### config.mk
export PLATFORM = sky130hd
export DESIGN_NAME = shift_seq_unit
export DESIGN_NICKNAME = d
export VERILOG_FILES = /design/src/rtl/shift_seq_unit_pkg.sv /design/src/rtl/shift_seq_unit_shift_step.sv /design/src/rtl/shift_seq_unit.sv
export SDC_FILE = /design/constraint.sdc
export NUM_CORES = 1
export LEC_CHECK = 0
export BUFFER_PORTS_ARGS = -buffer_cell sky130_fd_sc_hd__buf_2
export CAP_MARGIN = 15
export CORE_ASPECT_RATIO = 0.7
export CORE_MARGIN = 10
export CORE_UTILIZATION = 45
export DETAILED_ROUTE_END_ITERATION = 12
export HOLD_SLACK_MARGIN = 0.06
export PLACE_DENSITY = 0.82
export SETUP_SLACK_MARGIN = 0.1
export SLEW_MARGIN = 20
export SYNTH_ARGS = -nofsm -noshare
export SYNTH_HDL_FRONTEND = slang
export SYNTH_SLANG_ARGS = --single-unit
### constraint.sdc
create_clock -name clk -period 2.2 [get_ports clk]
set_input_delay 0.33 -clock clk [delete_from_list [all_inputs] [get_ports clk]]
set_output_delay 0.33 -clock clk [all_outputs]
set_load 0.01 [all_outputs]
### src/rtl/shift_seq_unit_pkg.sv
// Shared encodings for the multicycle shift unit: op codes, FSM states and op legality.
package shift_seq_unit_pkg;

  localparam int unsigned OP_W = 3;

  localparam logic [OP_W-1:0] SH_NOP = 3'b000;
  localparam logic [OP_W-1:0] SH_SLL = 3'b001;
  localparam logic [OP_W-1:0] SH_SRL = 3'b010;
  localparam logic [OP_W-1:0] SH_SRA = 3'b011;
  localparam logic [OP_W-1:0] SH_ROR = 3'b100;

  typedef enum logic [1:0] {
    ST_IDLE  = 2'd0,
    ST_SHIFT = 2'd1,
    ST_DONE  = 2'd2
  } state_t;

  // Only SLL, SRL, SRA and ROR perform a shift; every other code passes the operand through.
  function automatic logic op_legal(input logic [OP_W-1:0] op);
    return (op == SH_SLL) || (op == SH_SRL) || (op == SH_SRA) || (op == SH_ROR);
  endfunction

endpackage

### src/rtl/shift_seq_unit_shift_step.sv
// Combinational single-bit shift/rotate of a WIDTH vector, selected by op.
module shift_step
  import shift_seq_unit_pkg::*;
#(
  parameter int unsigned WIDTH = 32
) (
  input  logic [OP_W-1:0]  op,
  input  logic [WIDTH-1:0] din,
  output logic [WIDTH-1:0] dout_c
);

  always_comb begin
    dout_c = din;
    case (op)
      SH_SLL:  dout_c = {din[WIDTH-2:0], 1'b0};
      SH_SRL:  dout_c = {1'b0, din[WIDTH-1:1]};
      SH_SRA:  dout_c = {din[WIDTH-1], din[WIDTH-1:1]};
      SH_ROR:  dout_c = {din[0], din[WIDTH-1:1]};
      default: dout_c = din;
    endcase
  end

endmodule

### src/rtl/shift_seq_unit.sv
// Multicycle shift unit: captures an operand on start, shifts one bit per clock,
// pulses done for one cycle and holds the result until the next accepted start.
module shift_seq_unit
  import shift_seq_unit_pkg::*;
#(
  parameter int unsigned WIDTH = 32,
  parameter int unsigned AMT_W = 5
) (
  input  logic             clk,
  input  logic             reset,
  input  logic             start,
  input  logic [OP_W-1:0]  op,
  input  logic [WIDTH-1:0] ent32,
  input  logic [AMT_W-1:0] shamt,
  output logic             busy,
  output logic             done,
  output logic [WIDTH-1:0] result
);

  state_t           state;
  logic [AMT_W-1:0] cnt;
  logic [OP_W-1:0]  op_q;
  logic [WIDTH-1:0] data_q;
  logic [WIDTH-1:0] step_c;

  shift_step #(.WIDTH(WIDTH)) u_step (
    .op     (op_q),
    .din    (data_q),
    .dout_c (step_c)
  );

  // Single FSM process; busy/done are registered alongside the state.
  always_ff @(posedge clk) begin
    if (reset) begin
      state  <= ST_IDLE;
      busy   <= 1'b0;
      done   <= 1'b0;
      data_q <= '0;
      cnt    <= '0;
      op_q   <= SH_NOP;
    end else begin
      case (state)
        ST_IDLE: begin
          done <= 1'b0;
          if (start) begin
            data_q <= ent32;
            cnt    <= shamt;
            op_q   <= op;
            if ((shamt != '0) && op_legal(op)) begin
              state <= ST_SHIFT;
              busy  <= 1'b1;
            end else begin
              state <= ST_DONE;
              done  <= 1'b1;
            end
          end
        end
        ST_SHIFT: begin
          data_q <= step_c;
          cnt    <= cnt - AMT_W'(1);
          if (cnt == AMT_W'(1)) begin
            state <= ST_DONE;
            busy  <= 1'b0;
            done  <= 1'b1;
          end
        end
        ST_DONE: begin
          done  <= 1'b0;
          state <= ST_IDLE;
        end
        default: begin
          state <= ST_IDLE;
          busy  <= 1'b0;
          done  <= 1'b0;
        end
      endcase
    end
  end

  assign result = data_q;

endmodule

== Yosys cells after proc, flatten, opt, wreduce, memory -nomap -nowiden ==
Cells that the tools add are included.

* Output and inout bits: 34
* Word-level logic and storage cells: 56
* Input bits: 43
* Bits in registers: 44

* Mux-type cells: 17
* Equal/unequal tests: 17
* $add $sub $neg: 1
* Reduce and logical (&&, ||, !) cells: 13
* Bitwise logic cells: 1

{| class="wikitable"
|+ Operators with widths
! cell !! number
|-
| $pmux 32 s4 || 1
|-
| $pmux 32 s2 || 1
|-
| $mux 32 || 1
|-
| $eq 3x2->1 const B || 4
|-
| $pmux 5 s2 || 1
|-
| $ne 2x2->1 const B || 4
|-
| $reduce_and 4->1 || 2
|-
| $eq 3x1->1 const B || 2
|-
| $eq 3x3->1 const B || 2
|-
| $mux 1 || 6
|-
| $mux 2 || 3
|-
| $reduce_and 2->1 || 3
|-
| $eq 5x1->1 const B || 1
|-
| $mux 5 || 1
|-
| $ne 5x1->1 const B || 1
|-
| $reduce_bool 5->1 || 1
|-
| $sub 5x1->5 const B || 1
|-
| $ne 4x1->1 const B || 1
|-
| $pmux 2 s2 || 1
|-
| $logic_or 1x1->1 || 3
|-
| $pmux 1 s3 || 1
|-
| $reduce_and 3->1 || 1
|-
| $eq 2x1->1 const B || 1
|-
| $eq 2x2->1 const B || 1
|-
| 5 further kinds || 5
|}

== Longest topological paths before layout ==
Gate-level depths: netlist (run 1).

* Depth after elaboration: 8
* Mapped depth: 8
* Mapped depth without buffers: 5

== Hierarchy ==
From an unflattened synthesis (run 1), not the netlist that was laid out.

* Cells, all modules: 429
* Area total of the unflattened synthesis: 3422.0 um2

{| class="wikitable"
|+ Modules (own cells, without submodules)
! module !! instances !! cells each !! sequential area each (um2) !! area an instance (um2)
|-
| shift_seq_unit || 1 || 214 || 880.8 || 2060.7
|-
| shift_step || 1 || 215 || 0.0 || 1361.3
|}

== Worst setup path after synthesis (run 1) ==
No wires, ideal clock.

* Path type: flip-flop to flip-flop
* Start point: register op_q[1]
* End point: register data_q[30], in the netlist result[30]
* Clock period less this slack: 1.570 ns
* Path buffers: 2
* Library setup time: 0.117 ns
* Required time: 2.083 ns
* Cell stages (with the launch flop): 7
* Arrival time: 1.453 ns
* Path slack: 0.630 ns
* Cells stage by stage: dfxtp_1 -> buf_6 -> or3_4 -> a31oi_4 -> nor3_2 -> buf_6 -> a32o_1

* Cells in the longest elaborated chain, start to end: 3
* Elaborated cells on any way between the ends: 8
* Classes of those cells: eq/ne (5); mux (2); reduce/logical (1)

{| class="wikitable"
|+ Ends and longest elaborated chain
! item !! line !! RTL
|-
| from (decl) || shift_seq_unit.sv:22 || <nowiki>logic [OP_W-1:0] op_q;</nowiki>
|-
| from (signal assigned) || shift_seq_unit.sv:48 || <nowiki>op_q <= op;</nowiki>
|-
| $eq 3x3->1 (tied with other cells) || shift_seq_unit_shift_step.sv:14 || <nowiki>case (op)</nowiki>
|-
| $pmux 32 s4 or $ne 5x1->1 (tied branches) || n/a ||
|-
| $pmux 32 s2 or $reduce_and 3->1 (tied branches) || n/a ||
|-
| to (signal assigned) || shift_seq_unit.sv:46 || <nowiki>data_q <= ent32;</nowiki>
|-
| to (signal assigned) || shift_seq_unit.sv:59 || <nowiki>data_q <= step_c;</nowiki>
|-
| to (decl) || shift_seq_unit.sv:23 || <nowiki>logic [WIDTH-1:0] data_q;</nowiki>
|}

Parallel ways exist; a longest one is shown, timed or not.
A chain may end at the register's enable or synchronous reset.

== Final worst setup path (run 1) ==
* Start point: register op_q[2]
* End point: register data_q[30], in the netlist result[30]

The elaborated chain is that of the path after synthesis.

==> results.cfg, run 1 <==
[synth]
synth-seq-area-share_pct = 34.9
yosysUniqueCellTypes = 40
synth_compound_gate_area_share_pct = 21.9
synthesis.area_mm2 = 0.00252
synth_top_area_share_pct = 34.9
syn_inst = 274
postSynth.asyncResetShare_pct = 0
yosysMostFrequentCell = nor2_1
synth-simple-area-share_pct = 20.4
synth_common_cells = nor2_1, dfxtp_1, nand2b_1
postSynthAreaPerCell_um2 = 9.20
yosysTopAreaCell = dfxtp_1
syn_nets = 319
synth_top_family_by_area = compound AO/OA/AOI/OAI gates
synth_adder_area_share_pct = 0.993
synth-warning-count = 0
synth.area.top_cells = dfxtp_1, mux2i_1, a32o_1
synth_edf_count = 0
synth_xor_area_share_pct = 0.347
synth-seq-cells = 44
synth_mux_area_share_pct = 14.0
ys.flop_type = dfxtp_1

[grt]
grt-ovfl-total = 0
grt_usage_pct = 14.4
antenna_found_initial = 0
grt_pass1_vias = 2206
grt_pass1_wl_um = 10500
grt_max_degree = 35

[sta]
rsz0062_at_grt = no
setup_tns_ns = 0
setup_viol = 0
hold_violations = 0
finalCritPeriodShare_pct = 81.1
fmax_mhz = 561
period_needed_ns = 1.78
drv_slew = 0
setup_slack_ns = 0.416
worst_slew_pin_slew_ns = 0.399
finalClockSkew_ns = 0.0104
max_slew_margin_pct = 73.4

[floorplanning]
die_h_um = 82.6
dieArea_mm2 = 0.00904
io_pins = 77
core_area_mm2 = 0.00534
initial_core_util_pct = 47.2
die_w_um = 109
rows = 22

[finish]
seq_area_um2 = 881
layout-drive-gt1-share_pct = 29.5
diodes = 0
design_area_mm2 = 0.00305
fillers = 515
num-nets-final = 386
layout-area-overhead-vs-synth_pct = 21.0
multi_input_area_mm2 = 0.00146

[setup_path]
critPathKind = reg2reg
worstPathRequired_ns = 2.39
cpPeakStageDelay_ns = 0.44
cp_slowest_cell = dfxtp_1
end_kind = register
cp.arrival_ns = 1.97
reg2reg_from = op_q[2]
crit_family = compound AO/OA/AOI/OAI gates
crit_chain = or3_4, a31oi_4, nor3_4, buf_4, a32o_1
cp-startpoint = op_q[2]
worst_setup_path_start_kind = register
worstPathMaxFanout = 30
crit_buf_inv = 1

[cts]
cts_tree = done
cts.sinks = 44
htreeDepth = 2
post_cts_buffers = 0
ctsHoldBuffers = 0
cts_buffers = 5
clkSlewWorstSetupHoldPaths_ns = 0.09
cts-root-buf = clkbuf_8
cts_resized = 0
insertion_delay_ns = 0.30
clock_path_buffers = 2

[drt]
vias_per_cell = 5.53
dr_total_vias = 2289
wl_per_cell_um = 16.0
drt_iter0_markers = 194
routed_wl_um = 6620
first_pass_iters = 4
drtAntennaViolNets = 0
drc = 0

[pwr]
powerDensity_mw_per_mm2 = 755
peakVddDrop_mv = 0.441
design_power_total_uw = 2300
p_leak_uw = 0.00150

[place]
numPortBuffers = 76
pre_cts_ws_ns = 0.439
placed_area_mm2 = 0.00293
gp_congestion = 0.888
dp_hpwl_um = 5110

[hold_path]
hp-class = in2reg
worstHoldStart = op[1]

[outcome]
status = finished, final reports clean

[job]
maxCapViolations = 0
==> tightest hold or removal path, stage by stage <==
cell and delay (ns):
buf_2 0.09, a21oi_1 0.05, nor2_1 0.08
==> routing by layer <==
metal	up-vias	wire length (um)	global-route usage (%)
li1	1137	-	-
met5	-	0	0
met3	2	709	5.41
met1	1074	2890	19.0
met2	76	2980	21.2
met4	0	42	4.66
==> layout by cell type, fill, tap and decap left out, types with 2 or more instances in the layout <==
| master | synthesis | layout |
|---|---|---|
| nor2b_1 | 3 | 3 |
| a32o_1 | 30 | 30 |
| buf_12 | 0 | 3 |
| inv_1 | 6 | 6 |
| ha_1 | 2 | 2 |
| mux2i_1 | 33 | 33 |
| clkbuf_8 | 0 | 5 |
| a21oi_1 | 8 | 8 |
| buf_4 | 1 | 5 |
| nand2b_1 | 35 | 34 |
| buf_2 | 8 | 76 |
| nand3_1 | 2 | 2 |
| a211oi_1 | 6 | 6 |
| a31oi_1 | 3 | 3 |
| nor3_1 | 4 | 4 |
| dfxtp_1 | 44 | 44 |
| nor2_1 | 45 | 45 |
| o21ai_0 | 7 | 7 |
| clkinv_4 | 0 | 2 |
==> final cells by class <==
type / instances / share of cell area [%]
multi-input cells: 200 / 47.9
flip-flops and latches: 44 / 28.9
repair buffers: 84 / 15.7
well taps: 72 / 2.95
clock buffers: 5 / 2.26
clock inverters: 3 / 1.56
inverters: 6 / 0.738
==> state kept, by name (all words and copies together) (netlist names) <==
register / flops
result: 32
op_q: 3
done: 1
cnt: 5
busy: 1
state: 2
==> power by group <==
group,switching (uW),leakage [uW],internal (uW)
Sequential,92.5,0.000362,894
Combinational,367,0.00108,316
Clock,289,0.0000583,342
Total,749,0.00150,1550
==> path summary, 6_finish.rpt <==
path | cells past startpoint | endpoint | slack (ns)
worst max register to register | 5 | result[30] | 0.42
worst max-delay path | 5 | result[30] | 0.42
worst min register to register | 2 | busy | 0.48
worst min-delay path | 3 | op_q[1] | 0.29
==> through the flow <==
step	utilization, %	hold slack [ns]	cells
floorplan	-	0.469	274
global placement	54.9	0.464	406
detailed placement	54.9	0.468	406
CTS	57.1	0.284	414
global route	57.1	0.302	414
finish	57.1	0.295	414
==> kinds of logic (layout without fill, tap and decap cells) <==
| kind of cell | count (synthesis) | count (layout) |
|---|---|---|
| AND/OR/NAND/NOR | 99 | 99 |
| flip-flops | 44 | 44 |
| buffers and inverters | 30 | 98 |
| multiplexers | 34 | 34 |
| adder cells (fa/ha/maj) | 2 | 2 |
| XOR/XNOR | 1 | 1 |
| AO/OA/AOI/OAI | 64 | 64 |
(Power assumes the default switching activity.)
==> run 2, diff against run 1 <==
--- a/config.mk
+++ b/config.mk
@@ -12,7 +12,7 @@
 export CORE_UTILIZATION = 45
 export DETAILED_ROUTE_END_ITERATION = 12
 export HOLD_SLACK_MARGIN = 0.06
-export PLACE_DENSITY = 0.82
+export PLACE_DENSITY = 0.85
 export SETUP_SLACK_MARGIN = 0.1
 export SLEW_MARGIN = 20
 export SYNTH_ARGS = -nofsm -noshare
==> constraint.sdc (replaced) <==
create_clock -name clk -period 1.6 [get_ports clk]
set_input_delay 0.24 -clock clk [delete_from_list [all_inputs] [get_ports clk]]
set_output_delay 0.24 -clock clk [all_outputs]
set_load 0.01 [all_outputs]
==> results.cfg, run 2 (synthesis gave the netlist of run 1 again) <==
[outcome]
status = finished, final reports clean

[setup_path]
worstPathRequired_ns = 1.79
reg2reg_from = op_q[0]
cp.arrival_ns = 1.79
crit_chain = or3_4, a31oi_4, nor3_4, buf_12, a32o_1
crit_buf_inv = 1
crit_family = simple AND/OR/NAND/NOR gates
end_kind = register
critPathKind = reg2reg
worstPathMaxFanout = 15
worst_setup_path_start_kind = register
cp-startpoint = op_q[0]
cp_slowest_cell = or3_4
cpPeakStageDelay_ns = 0.42

[hold_path]
hp-class = in2reg
worstHoldStart = op[1]

[finish]
seq_area_um2 = 888
layout-area-overhead-vs-synth_pct = 34.6
diodes = 0
largest_register_ff_count = 32
fillers = 451
layout-drive-gt1-share_pct = 36.6
num-nets-final = 410
mostFrequentLayoutCell = buf_2
fin_util_pct = 63.6
multi_input_area_mm2 = 0.00151
design_area_mm2 = 0.00339
final_cell_mix = buf_2, nor2_1, dfxtp_1, nand2b_1, mux2i_1

[floorplanning]
initial_core_util_pct = 47.2
die_w_um = 109
die_h_um = 82.6
dieArea_mm2 = 0.00904
core_area_mm2 = 0.00534
io_pins = 77
rows = 22

[pwr]
clock_power_share_pct = 26.0
p_leak_uw = 0.00167
switchingPower_uw = 1140
combPwrFrac_pct = 34.7
internal-power_uw = 2280
switching_share_pct = 33.3
powerDensity_mw_per_mm2 = 1010
seq_power_share_pct = 39.3
peakVddDrop_mv = 0.435

[grt]
grt_max_degree = 45
grt_pass1_vias = 2363
grt_pass1_wl_um = 11700
grt-ovfl-total = 0
grt_usage_pct = 16.0
antenna_found_initial = 0

[cts]
clkSlewWorstSetupHoldPaths_ns = 0.09
htreeDepth = 2
cts_buffers = 5
cts-root-buf = clkbuf_8
cts_tree = done
clock_path_buffers = 2
insertion_delay_ns = 0.31
cts.sinks = 44

[sta]
hold_violations = 0
finalCritPeriodShare_pct = 99.7
setup_viol = 0
period_needed_ns = 1.60
max_slew_margin_pct = 78.0
finalClockSkew_ns = 0.0110
drv_slew = 0
fmax_mhz = 627
worst_slew_pin_slew_ns = 0.329
rsz0062_at_grt = yes

[place]
placed_area_mm2 = 0.00304
gp_congestion = 0.825
dp_hpwl_um = 5310
numPortBuffers = 76

[drt]
drt_iter0_markers = 161
drc = 0
dr_total_vias = 2508
wl_per_cell_um = 18.2
first_pass_iters = 5
drtAntennaViolNets = 0
routed_wl_um = 7960
vias_per_cell = 5.73

[job]
maxCapViolations = 0
-- run 2: changes by cell type in the layout (fill, tap and decap cells not counted), moves of 2 or more --
cell       change
dfxtp_1        -4
buf_4         +13
clkbuf_16      +3
dfxtp_2        +3
nor2_1         -2
buf_6          +3
buf_12         +4
clkinv_4       -2
-- run 2: worst min-delay path: stages --
cell and delay, ns:
buf_2 0.10, a21oi_1 0.06, nor2_1 0.08
-- run 2: power groups by stage --
stage,sequential (uW),clock [uW],combinational (uW)
floorplan,1390,0,647
global placement,1360,0,984
detailed placement,1360,0,1010
CTS,1340,891,1070
global route,1360,937,1280
finish,1350,892,1190
-- run 2: final timing paths --
kind | end | cells past startpoint | slack [ns]
setup reg to reg | result[25] | 5 | 0.005
hold reg to reg | busy | 2 | 0.48
setup / recovery | result[25] | 5 | 0.005
hold / removal | op_q[1] | 3 | 0.21
-- run 2: through the flow --
step | worst slack (ns) | hold WS, ns | total power (uW) | setup TNS [ns] | instances
global route | -0.0116 | 0.227 | 3580 | -0.107 | 438
detailed placement | -0.329 | 0.468 | 2380 | -9.44 | 417
floorplan | 0.0775 | 0.379 | 2040 | 0 | 274
global placement | -0.272 | 0.465 | 2340 | -8.11 | 417
finish | 0.00460 | 0.211 | 3420 | 0 | 438
CTS | 0.0231 | 0.207 | 3300 | 0 | 431
-- run 2: area by class of cell --
type / instances / share of cell area (%)
Multi-Input combinational cell: 201 / 44.6
Sequential cell: 44 / 26.2
Timing Repair Buffer: 107 / 22.5
Tap cell: 72 / 2.65
Clock buffer: 5 / 2.03
Clock inverter: 3 / 1.36
Inverter: 6 / 0.663
-- run 2: per-layer routing --
layer	track usage [%]	share of wire [%]
met1	20.8	44
met2	24.8	44
met3	5.80	11
met4	4.15	0.55
met5	0	0
-- run 2: timing repair --
action	CTS	global route
gates resized for setup	7	9
hold buffers	0	0
gates cloned	1	4
setup buffers	5	3
endpoints found under the setup margin	32	36
pin swaps	2	0
